File: src/rtl/apb_master_rmw_ctrl.sv
// APB master sequencer feeding the byte-masking stage.
// Partial-strobe writes run as APB read, hold read data, then APB write.
module apb_master_rmw_ctrl #(
    parameter int ADDR_WIDTH     = 32,
    parameter int DATA_WIDTH     = 32,
    parameter int STRB_WIDTH     = DATA_WIDTH / 8,
    parameter int TIMEOUT_CYCLES = 16
) (
    input  logic                  PCLK,
    input  logic                  PRESET,
    input  logic                  cmd_valid,
    output logic                  cmd_ready,
    input  logic                  cmd_write,
    input  logic [ADDR_WIDTH-1:0] cmd_addr,
    input  logic [DATA_WIDTH-1:0] cmd_wdata,
    input  logic [STRB_WIDTH-1:0] cmd_strb,
    output logic                  rsp_valid,
    output logic [DATA_WIDTH-1:0] rsp_rdata,
    output logic                  rsp_error,
    output logic                  rsp_timeout,
    output logic                  PSEL,
    output logic                  PENABLE,
    output logic                  PWRITE,
    output logic [ADDR_WIDTH-1:0] PADDR,
    output logic [STRB_WIDTH-1:0] PSTRB,
    input  logic                  PREADY,
    input  logic                  PSLVERR,
    input  logic [DATA_WIDTH-1:0] PRDATA,
    output logic [STRB_WIDTH-1:0] pstrb_byte_mask,
    output logic [DATA_WIDTH-1:0] apb_write_data,
    output logic [DATA_WIDTH-1:0] rmw_rdata
);

    localparam int CW = $clog2(TIMEOUT_CYCLES + 1);

    typedef enum logic [2:0] {
        IDLE,
        RD_SETUP,
        RD_ACCESS,
        WR_SETUP,
        WR_ACCESS,
        RSP
    } state_t;

    state_t                state_q, state_d;
    logic [CW-1:0]         cnt_q, cnt_d, cnt_inc;
    logic                  write_q, write_d;
    logic [ADDR_WIDTH-1:0] addr_q, addr_d;
    logic [DATA_WIDTH-1:0] wdata_q, wdata_d;
    logic [STRB_WIDTH-1:0] strb_q, strb_d;
    logic [DATA_WIDTH-1:0] rdata_q, rdata_d;
    logic [DATA_WIDTH-1:0] rsp_rdata_q, rsp_rdata_d;
    logic                  rsp_error_q, rsp_error_d;
    logic                  rsp_timeout_q, rsp_timeout_d;
    logic                  rsp_valid_q, rsp_valid_d;
    logic                  cmd_ready_q, cmd_ready_d;
    logic                  psel_q, psel_d;
    logic                  penable_q, penable_d;
    logic                  pwrite_q, pwrite_d;
    logic [STRB_WIDTH-1:0] pstrb_q, pstrb_d;

    // Next-state, captured command/response data and next bus outputs
    always_comb begin
        state_d       = state_q;
        cnt_d         = cnt_q;
        write_d       = write_q;
        addr_d        = addr_q;
        wdata_d       = wdata_q;
        strb_d        = strb_q;
        rdata_d       = rdata_q;
        rsp_rdata_d   = rsp_rdata_q;
        rsp_error_d   = rsp_error_q;
        rsp_timeout_d = rsp_timeout_q;
        cnt_inc       = cnt_q + 1'b1;

        unique case (state_q)
            IDLE: begin
                if (cmd_valid) begin
                    write_d = cmd_write;
                    addr_d  = cmd_addr;
                    wdata_d = cmd_wdata;
                    strb_d  = cmd_strb;
                    if (!cmd_write) begin
                        state_d = RD_SETUP;
                    end else if (&cmd_strb) begin
                        state_d = WR_SETUP;
                    end else if (|cmd_strb) begin
                        state_d = RD_SETUP;
                    end else begin
                        // Empty strobe: nothing to do on the bus
                        state_d       = RSP;
                        rsp_error_d   = 1'b0;
                        rsp_timeout_d = 1'b0;
                    end
                end
            end
            RD_SETUP: begin
                cnt_d   = '0;
                state_d = RD_ACCESS;
            end
            RD_ACCESS: begin
                if (PREADY) begin
                    rdata_d     = PRDATA;
                    rsp_rdata_d = PRDATA;
                    if (PSLVERR || !write_q) begin
                        state_d       = RSP;
                        rsp_error_d   = PSLVERR;
                        rsp_timeout_d = 1'b0;
                    end else begin
                        state_d = WR_SETUP;
                    end
                end else begin
                    cnt_d = cnt_inc;
                    if (cnt_inc == CW'(TIMEOUT_CYCLES)) begin
                        state_d       = RSP;
                        rsp_error_d   = 1'b1;
                        rsp_timeout_d = 1'b1;
                    end
                end
            end
            WR_SETUP: begin
                cnt_d   = '0;
                state_d = WR_ACCESS;
            end
            WR_ACCESS: begin
                if (PREADY) begin
                    state_d       = RSP;
                    rsp_error_d   = PSLVERR;
                    rsp_timeout_d = 1'b0;
                end else begin
                    cnt_d = cnt_inc;
                    if (cnt_inc == CW'(TIMEOUT_CYCLES)) begin
                        state_d       = RSP;
                        rsp_error_d   = 1'b1;
                        rsp_timeout_d = 1'b1;
                    end
                end
            end
            RSP: begin
                state_d = IDLE;
            end
            default: begin
                state_d = IDLE;
            end
        endcase

        // Outputs are decoded from the next state so they leave a flop
        psel_d      = (state_d == RD_SETUP) || (state_d == RD_ACCESS) ||
                      (state_d == WR_SETUP) || (state_d == WR_ACCESS);
        penable_d   = (state_d == RD_ACCESS) || (state_d == WR_ACCESS);
        pwrite_d    = (state_d == WR_SETUP) || (state_d == WR_ACCESS);
        pstrb_d     = pwrite_d ? '1 : '0;
        rsp_valid_d = (state_d == RSP);
        cmd_ready_d = (state_d == IDLE);
    end

    // FSM state and registered outputs with synchronous reset
    always_ff @(posedge PCLK) begin
        if (PRESET) begin
            state_q       <= IDLE;
            cnt_q         <= '0;
            write_q       <= 1'b0;
            addr_q        <= '0;
            wdata_q       <= '0;
            strb_q        <= '0;
            rdata_q       <= '0;
            rsp_rdata_q   <= '0;
            rsp_error_q   <= 1'b0;
            rsp_timeout_q <= 1'b0;
            rsp_valid_q   <= 1'b0;
            cmd_ready_q   <= 1'b1;
            psel_q        <= 1'b0;
            penable_q     <= 1'b0;
            pwrite_q      <= 1'b0;
            pstrb_q       <= '0;
        end else begin
            state_q       <= state_d;
            cnt_q         <= cnt_d;
            write_q       <= write_d;
            addr_q        <= addr_d;
            wdata_q       <= wdata_d;
            strb_q        <= strb_d;
            rdata_q       <= rdata_d;
            rsp_rdata_q   <= rsp_rdata_d;
            rsp_error_q   <= rsp_error_d;
            rsp_timeout_q <= rsp_timeout_d;
            rsp_valid_q   <= rsp_valid_d;
            cmd_ready_q   <= cmd_ready_d;
            psel_q        <= psel_d;
            penable_q     <= penable_d;
            pwrite_q      <= pwrite_d;
            pstrb_q       <= pstrb_d;
        end
    end

    assign cmd_ready       = cmd_ready_q;
    assign rsp_valid       = rsp_valid_q;
    assign rsp_rdata       = rsp_rdata_q;
    assign rsp_error       = rsp_error_q;
    assign rsp_timeout     = rsp_timeout_q;
    assign PSEL            = psel_q;
    assign PENABLE         = penable_q;
    assign PWRITE          = pwrite_q;
    assign PADDR           = addr_q;
    assign PSTRB           = pstrb_q;
    assign pstrb_byte_mask = strb_q;
    assign apb_write_data  = wdata_q;
    assign rmw_rdata       = rdata_q;

endmodule
File: config.mk
export PLATFORM = sky130hd
export DESIGN_NAME = apb_master_rmw_ctrl
export DESIGN_NICKNAME = d
export VERILOG_FILES = /design/src/rtl/apb_master_rmw_ctrl.sv
export SDC_FILE = /design/constraint.sdc
export NUM_CORES = 1
export LEC_CHECK = 0
export ABC_AREA = 1
export BUFFER_PORTS_ARGS = -buffer_cell sky130_fd_sc_hd__buf_2
export CORE_AREA = 2 2 142 89
export CTS_BUF_LIST = sky130_fd_sc_hd__clkbuf_8
export DETAILED_ROUTE_END_ITERATION = 12
export DIE_AREA = 0 0 144 91
export PLACE_DENSITY = 0.69
export SLEW_MARGIN = 20
export SYNTH_ARGS = -nofsm -noshare
export SYNTH_HDL_FRONTEND = slang
export SYNTH_SLANG_ARGS = --single-unit
export TNS_END_PERCENT = 20
File: constraint.sdc
create_clock -name PCLK -period 2.6 [get_ports PCLK]
set_clock_uncertainty 0.1 [all_clocks]
set_input_delay 0.52 -clock PCLK [delete_from_list [all_inputs] [get_ports PCLK]]
set_output_delay 0.52 -clock PCLK [all_outputs]
set_load 0.02 [all_outputs]
---- Word-level counts from Yosys, hierarchy flattened ----
Cells that the tools add are included.
word-level totals
  word-level logic and storage cells ...... 77
  register bits ........................... 120
cells by class
  add/sub/neg operators ................... 1
  reductions and logical operators ........ 19
  multiplexer cells ....................... 26
  eq/ne operators ......................... 16
operators by type and width
  kind                                                              number
  3-bit two-way mux                                                 8
  3-bit case mux with 5 select lines                                1
  3-bit by 2-bit == test with 1-bit output (second input constant)  4
  1-bit two-way mux                                                 12
  2-bit inequality test (second input constant)                     5
  5-bit case mux with 2 select lines                                1
  3-bit == test (second input constant)                             3
  3-bit by 1-bit == test with 1-bit output (second input constant)  2
  3-bit logical NOT                                                 2
  1-bit logical OR                                                  6
  1-bit case mux with 3 select lines                                2
  2-bit AND reduction                                               3
  6-bit AND reduction                                               1
  5-bit by 1-bit adder with 5-bit output (second input constant)    1
  5-bit == test (second input constant)                             1
  5-bit two-way mux                                                 1
  4-bit two-way mux                                                 1
  4-bit AND reduction                                               1
  2-bit OR reduction                                                2
  4-bit OR reduction                                                1
  3-bit inequality test (second input constant)                     1
  3-bit nonzero test                                                1
  2-bit nonzero test                                                1
  1-bit logical NOT                                                 1

---- Logic depth before layout (Yosys ltp) ----
Gate-level depths: netlist (run 1).
  word-level depth ........................ 10
  gate-level depth with buffers ........... 12

---- Worst setup path before layout (run 1) ----
Ideal clock, no wire load.
  kind .................................... flip-flop to flip-flop
  from .................................... reg cnt_q[0]
  to ...................................... reg psel_q, in the netlist PSEL
  period minus slack after synthesis ...... 1613 ps
  path buffers ............................ 0
  data arrival time ....................... 1400 ps
  required time ........................... 2387 ps
  slack ................................... 987 ps
  stages on the path, launching flop included .. 11
  library setup time ...................... 113 ps
  path through ............................ dfxtp_1 -> ha_1 -> nand3_1 -> nand2_1 -> nand2_1 -> nand3_1 -> nand3_1 -> a21oi_1 -> nand2_1 -> nand2_1 -> nor2_1
between the ends
  cells in the longest elaborated chain, start to end .. 9
  elaborated cells on any way between the ends .. 13
  classes of those cells .................. add/sub: 1; eq/ne: 5; mux: 4; reduce/logical: 3
RTL lines
  item                                                                                                         RTL line  RTL
  start: declaration                                                                                           46        logic [CW-1:0] cnt_q, cnt_d, cnt_inc;
  start signal: assignment                                                                                     178       cnt_q <= cnt_d;
  5-bit by 1-bit adder with 5-bit output *                                                                     74        cnt_inc = cnt_q + 1'b1;
  5-bit == test *                                                                                              114, 132
  3-bit two-way mux *                                                                                          114, 132
  3-bit two-way mux (on tied branches)                                                                         126, 102
  3-bit case mux with 5 select lines *                                                                         76        unique case (state_q)
  3-bit by 1-bit == test with 1-bit output / 3-bit by 2-bit == test with 1-bit output (equally long branches)  148       psel_d = (state_d == RD_SETUP) || (state_d == RD_ACCESS) ||
  1-bit logical OR (2 in a row)                                                                                148
  1-bit logical OR *                                                                                           149       (state_d == WR_SETUP) || (state_d == WR_ACCESS);
  end signal: assignment                                                                                       189       psel_q <= psel_d;
  end: declaration                                                                                             57        logic psel_q, psel_d;
Every way passes the cells marked *; elsewhere a longest branch is shown, timed or not.
A chain may end at the register's enable or synchronous reset.

---- Worst setup path after layout (run 1) ----
  from .................................... reg state_q[1]
  to ...................................... reg rsp_rdata_q[25], in the netlist rsp_rdata[25]
between the ends
  cells in the longest elaborated chain, start to end .. 2
RTL lines
  item                                      RTL line  RTL
  start: declaration                        45        state_t state_q, state_d;
  start signal: assignment                  177       state_q <= state_d;
  3-bit by 2-bit == test with 1-bit output  76
  2-bit AND reduction (no line)             n/a
  end signal: assignment                    184       rsp_rdata_q <= rsp_rdata_d;
  end: declaration                          52        logic [DATA_WIDTH-1:0] rsp_rdata_q, rsp_rdata_d;
Every way passes these cells.

==> results of run 1 <==
-- per-layer routing --
| layer | part of all wire, % | vias up |
|---|---|---|
| li1 | - | 2334 |
| met1 | 47 | 2047 |
| met2 | 44 | 159 |
| met3 | 8.3 | 17 |
| met4 | 1.5 | 0 |
| met5 | 0 | - |
-- flip-flops by register name, summed over array words and instances (netlist names) --
name	flops
PADDR	32
PENABLE	1
PSEL	1
PSTRB	1
apb_write_data	32
cmd_ready	1
cnt_q	5
pstrb_byte_mask	4
rsp_error	1
rsp_rdata	32
rsp_timeout	1
rsp_valid	1
state_q	3
write_q	1
-- through the flow --
| stage | hold WS, ps | area (um^2) |
|---|---|---|
| 2_1_floorplan | 341.3 | 4617 |
| 3_3_place_gp | 348.5 | 5677 |
| 3_5_place_dp | 348.6 | 5677 |
| 4_1_cts | 187.2 | 6125 |
| 5_1_grt | 207.4 | 6125 |
| 6_report | 216.7 | 6125 |
-- final timing paths --
path,startpoint,end,slack [ps],cells after the start
min reg2reg,apb_write_data[1],apb_write_data[1],360,2
min,PRDATA[2],rsp_rdata[2],220,3
max,state_q[1],rsp_rdata[25],670,7
max reg2reg,state_q[1],rsp_rdata[25],670,7
-- where the power goes --
group / switching [W] / internal [W] / leakage [nW]
sequential: 0.0000896 / 0.00193 / 0.948
clock: 0.000742 / 0.00113 / 0.228
combinational: 0.000681 / 0.000336 / 1.94
total: 0.00151 / 0.00340 / 3.11
-- worst max-delay path: cells and delay by family (launching register included) --
kind,cells,cell delay [ps]
AND/OR/NAND/NOR,4,660
buffers and inverters,3,630
flip-flops,1,420
-- cell usage after synthesis, types with 2 or more instances --
cell type | n | area, um^2
nor2_1 | 81 | 304.0
a21oi_1 | 82 | 410.4
clkbuf_1 | 26 | 97.59
dfxtp_1 | 116 | 2322
o21ai_1 | 2 | 10.01
inv_1 | 13 | 48.80
nand2_1 | 100 | 375.4
inv_2 | 2 | 7.510
nand4_1 | 4 | 25.02
nor3_2 | 2 | 20.02
buf_4 | 37 | 277.8
nand3_1 | 78 | 390.4
buf_6 | 3 | 33.78
o21ai_0 | 33 | 165.2
buf_2 | 9 | 45.04
-- area by class of cell --
type	instances	area (um^2)
clock buffer	17	234.0
clock inverter	15	214.0
fill	1147	5628
inverter	15	56.30
multi-input combinational	390	1783
sequential	116	2322
tap	165	206.4
timing repair buffer	257	1309
-- logic make-up (layout without fill, tap and decap cells) --
kind of cell    Yosys count  in the layout  share of synthesized area [%]
fa+ha+maj                 1              1                         0.2710
flops                   116            116                          50.30
simple gates            271            271                          25.45
buf+inv                  91            304                          11.14
compound gates          118            118                          12.85
==> results.json, run 1 <==
{
  "clock-sinks": 116,
  "syn_area_um2": 4617,
  "ys_warn_count": 0,
  "viasPerCell": 4.674,
  "cpMaxStageDelayCell": "dfxtp_1",
  "drt-initial-drc-count": 153,
  "num_vias": 4557,
  "total_power_w": 0.004916,
  "syn2layout_area_growth_pct": 32.66,
  "period_share_pct": 74.24,
  "place.gp.congestion": 0.8467,
  "grt_pass1_wl_um": 19620,
  "required_ps": 2810,
  "io_pins": 249,
  "post-place-ws_ps": 589.7,
  "synthFlopType": "dfxtp_1",
  "drcViolationCount": 0,
  "rsz0062_at_grt": "false",
  "p_leak_nw": 3.113,
  "drt_wl_total_um": 12530,
  "n_antenna_cell": 0,
  "ir_drop_v": 0.0003426,
  "antenna_found_initial": 1,
  "core_area_um2": 11750,
  "crit_chain": "inv_1, nor3_2, inv_2, nor2_4, inv_1, nor2_1, nor2_1",
  "worstMarginPinSlew_ps": 972.9,
  "cts_buffers": 17,
  "grt_usage_pct": 18.72,
  "final_cell_mix": "buf_2 (248), dfxtp_1 (116), nand2_1 (99), a21oi_1 (82), nor2_1 (81)",
  "max_freq_mhz": 518.1,
  "setup_viol": 0,
  "gr-usage-met3_pct": 6.118,
  "die_w_um": 144,
  "synth_edf_count": 0,
  "ctsResizeCount": 0,
  "synthCells": 597,
  "htreeDepth": 4,
  "ys_seq_elements": 116,
  "fp.dieH_um": 91,
  "final_nets": 904,
  "first_pass_iters": 4,
  "seq_area_frac_synth_pct": 50.30,
  "dpl.cell_count": 943,
  "clk-insertion-delay-late_ps": 420,
  "rows": 31,
  "fin_tns_setup_ps": 0,
  "ctsHoldBuffers": 0,
  "cts-root-buf": "clkbuf_8",
  "clk_path_buf_depth": 2,
  "dieArea_um2": 13100,
  "start_kind": "flip-flop",
  "post-cts-setup-buffers": 0,
  "fin_crit_ps": 1930,
  "first_global_vias": 3976,
  "hpwl_um": 8699,
  "synthArstFlopShare_pct": 0,
  "portBuffers": 248,
  "cp_data_arrival_time_ps": 2140,
  "grt-busiest-layer": "met2",
  "final_common_cell": "buf_2",
  "maxCapViolCount": 0,
  "drtAntennaViolNets": 0,
  "grt_max_degree": 80,
  "layout-drive-gt1-share_pct": 36.67,
  "avgRoutedWirePerCell_um": 12.85,
  "overflow": 0,
  "grt_use_met2_pct": 27.98,
  "path_class": "flip-flop to flip-flop",
  "cpPeakStageDelay_ps": 420,
  "cts_tree": "done",
  "synth.avg_cell_area_um2": 7.734,
  "outcome": "complete, no violations",
  "path_clk_slew_ps": 70,
  "start_util_pct": 39.28,
  "setup_ws_ps": 669.8,
  "use_met1_pct": 25.06,
  "synth_fp_nets": 704,
  "drv_slew": 0,
  "final_core_util_pct": 52.11,
  "ys_types": 24,
  "hold_violations": 0,
  "crit_path_max_fanout": 32,
  "slew_headroom_pct": 35.07,
  "hold_class": "input pin to flip-flop",
  "crit_path_end_kind": "flip-flop",
  "fin_cells": 975,
  "power.density_nw_per_um2": 802.6
}
No activity file was read; power rests on OpenSTA's default activity.
==> inputs of run 2 (changes only) <==
==> constraint.sdc (replaced) <==
create_clock -name PCLK -period 1.8 [get_ports PCLK]
set_clock_uncertainty 0.1 [all_clocks]
set_input_delay 0.36 -clock PCLK [delete_from_list [all_inputs] [get_ports PCLK]]
set_output_delay 0.36 -clock PCLK [all_outputs]
set_load 0.02 [all_outputs]
==> results.json, run 2 (synthesis gave the netlist of run 1 again) <==
{
  "place.gp.congestion": 0.8934,
  "ir_drop_v": 0.0004604,
  "hpwl_um": 8741,
  "htreeDepth": 4,
  "clk-insertion-delay-late_ps": 410,
  "worstMarginPinSlew_ps": 361.0,
  "avgRoutedWirePerCell_um": 12.87,
  "crit_path_max_fanout": 4,
  "hold_violations": 0,
  "portBuffers": 248,
  "rows": 31,
  "max_freq_mhz": 611.3,
  "cts-root-buf": "clkbuf_8",
  "switchingPower_w": 0.002187,
  "r2r-end": "PSEL",
  "post-place-ws_ps": 32.86,
  "p_leak_nw": 3.131,
  "min_from": "PRDATA[16]",
  "num_vias": 4623,
  "combPwrFrac_pct": 22.1,
  "io_pins": 249,
  "intPower_w": 0.004763,
  "fin_crit_ps": 1636,
  "cp_data_arrival_time_ps": 1840,
  "setup_viol": 0,
  "dieArea_um2": 13100,
  "outcome": "complete, no violations",
  "overflow": 0,
  "post-cts-setup-buffers": 0,
  "drcViolationCount": 0,
  "power.density_nw_per_um2": 1119,
  "cts_buffers": 17,
  "die_w_um": 144,
  "first_global_vias": 4147,
  "clk_path_buf_depth": 2,
  "grt_pass1_wl_um": 19730,
  "cts_tree": "done",
  "hold_depth": 3,
  "grt_max_degree": 80,
  "final_cell_mix": "buf_2 (248), dfxtp_1 (114), nand2_1 (99), nor2_1 (81), a21oi_1 (81)",
  "crit_path_end_kind": "flip-flop",
  "start_kind": "flip-flop",
  "p_clk_share_pct": 35.9,
  "fin_tns_setup_ps": 0,
  "slew_headroom_pct": 75.94,
  "final_nets": 908,
  "syn2layout_area_growth_pct": 34.50,
  "drt-initial-drc-count": 215,
  "final_common_cell": "buf_2",
  "worst_r2r_path_depth": 10,
  "rsz0062_at_grt": "false",
  "hold_class": "input pin to flip-flop",
  "rrSetupSlack_ps": 160,
  "core_area_um2": 11750,
  "grt_usage_pct": 18.69,
  "first_pass_iters": 4,
  "path_clk_slew_ps": 70,
  "period_share_pct": 90.88,
  "layout-drive-gt1-share_pct": 37.71,
  "maxCapViolCount": 0,
  "cp-startpoint": "cnt_q[1]",
  "drt_wl_total_um": 12610,
  "clock-sinks": 116,
  "viasPerCell": 4.717,
  "holdPathEnd": "rsp_rdata[16]",
  "path_class": "flip-flop to flip-flop",
  "hold_ws_ps": 65.81,
  "switching_share_pct": 31.46,
  "antenna_found_initial": 1,
  "fp.dieH_um": 91,
  "drtAntennaViolNets": 0,
  "seqPwrFrac_pct": 42.0,
  "drv_slew": 0,
  "r2r-start": "cnt_q[1]",
  "required_ps": 2000,
  "setup_ws_ps": 164.2,
  "start_util_pct": 39.28
}
run 2: worst max-delay path by stage:
stage,endpoint,slack (ps),depth (start not counted)
6_report,PSEL,160,10
5_1_grt,PSEL,6,10
4_1_cts,PSEL,20,10
3_5_place_dp,PSEL,30,10
3_3_place_gp,PSEL,80,10
2_1_floorplan,PSEL,190,10
run 2: worst max-delay path, cell delays in order, from the launching register on:
cell and delay (ps):
dfxtp_2 350, ha_2 210, nand3_1 80, nand2_1 60, nand2_1 80, nand3_2 110, nand3_1 120, a21oi_2 240
nand2_1 70, nand2_1 70, nor2_1 40
run 2: timing repair:
item	in CTS	in global routing
endpoints found under the hold margin	0	0
endpoints found under the setup margin	0	20
gates resized for setup	0	6
hold buffers	0	0
run 2: power groups by stage:
stage	logic [W]	registers, W	clock network, W
final	0.00154	0.00292	0.00249
after detailed placement	0.00153	0.00297	0
after floorplan	0.000777	0.00322	0
after global placement	0.00153	0.00297	0
after CTS	0.00154	0.00292	0.00257
after global routing	0.00170	0.00295	0.00270
run 2: per-layer routing:
layer	vias up	global-route usage, %	wire [um]	share of wire (%)
met1	2079	25.02	5889	47
met5	-	0	0	0
met4	0	4.575	101	0.80
met2	185	27.30	5346	42
met3	6	8.597	1271	10
li1	2353	-	-	-
run 2: area by class of cell:
cell class	instances	area, um^2
fill	1137	5543
multi-input combinational	390	1800
antenna	1	2.502
tap	165	206.4
clock inverter	13	156.4
clock buffer	19	261.5
timing repair buffer	261	1401
inverter	15	56.30
sequential	116	2325
run 2: stage by stage:
step | power (W) | util (%) | area, um^2 | cells
after floorplan | 0.004001 | - | 4617 | 597
after global placement | 0.004503 | 49.09 | 5769 | 947
after detailed placement | 0.004505 | 49.09 | 5769 | 947
after CTS | 0.007026 | 52.65 | 6187 | 979
after global routing | 0.007340 | 52.84 | 6210 | 980
final | 0.006950 | 52.84 | 6210 | 980
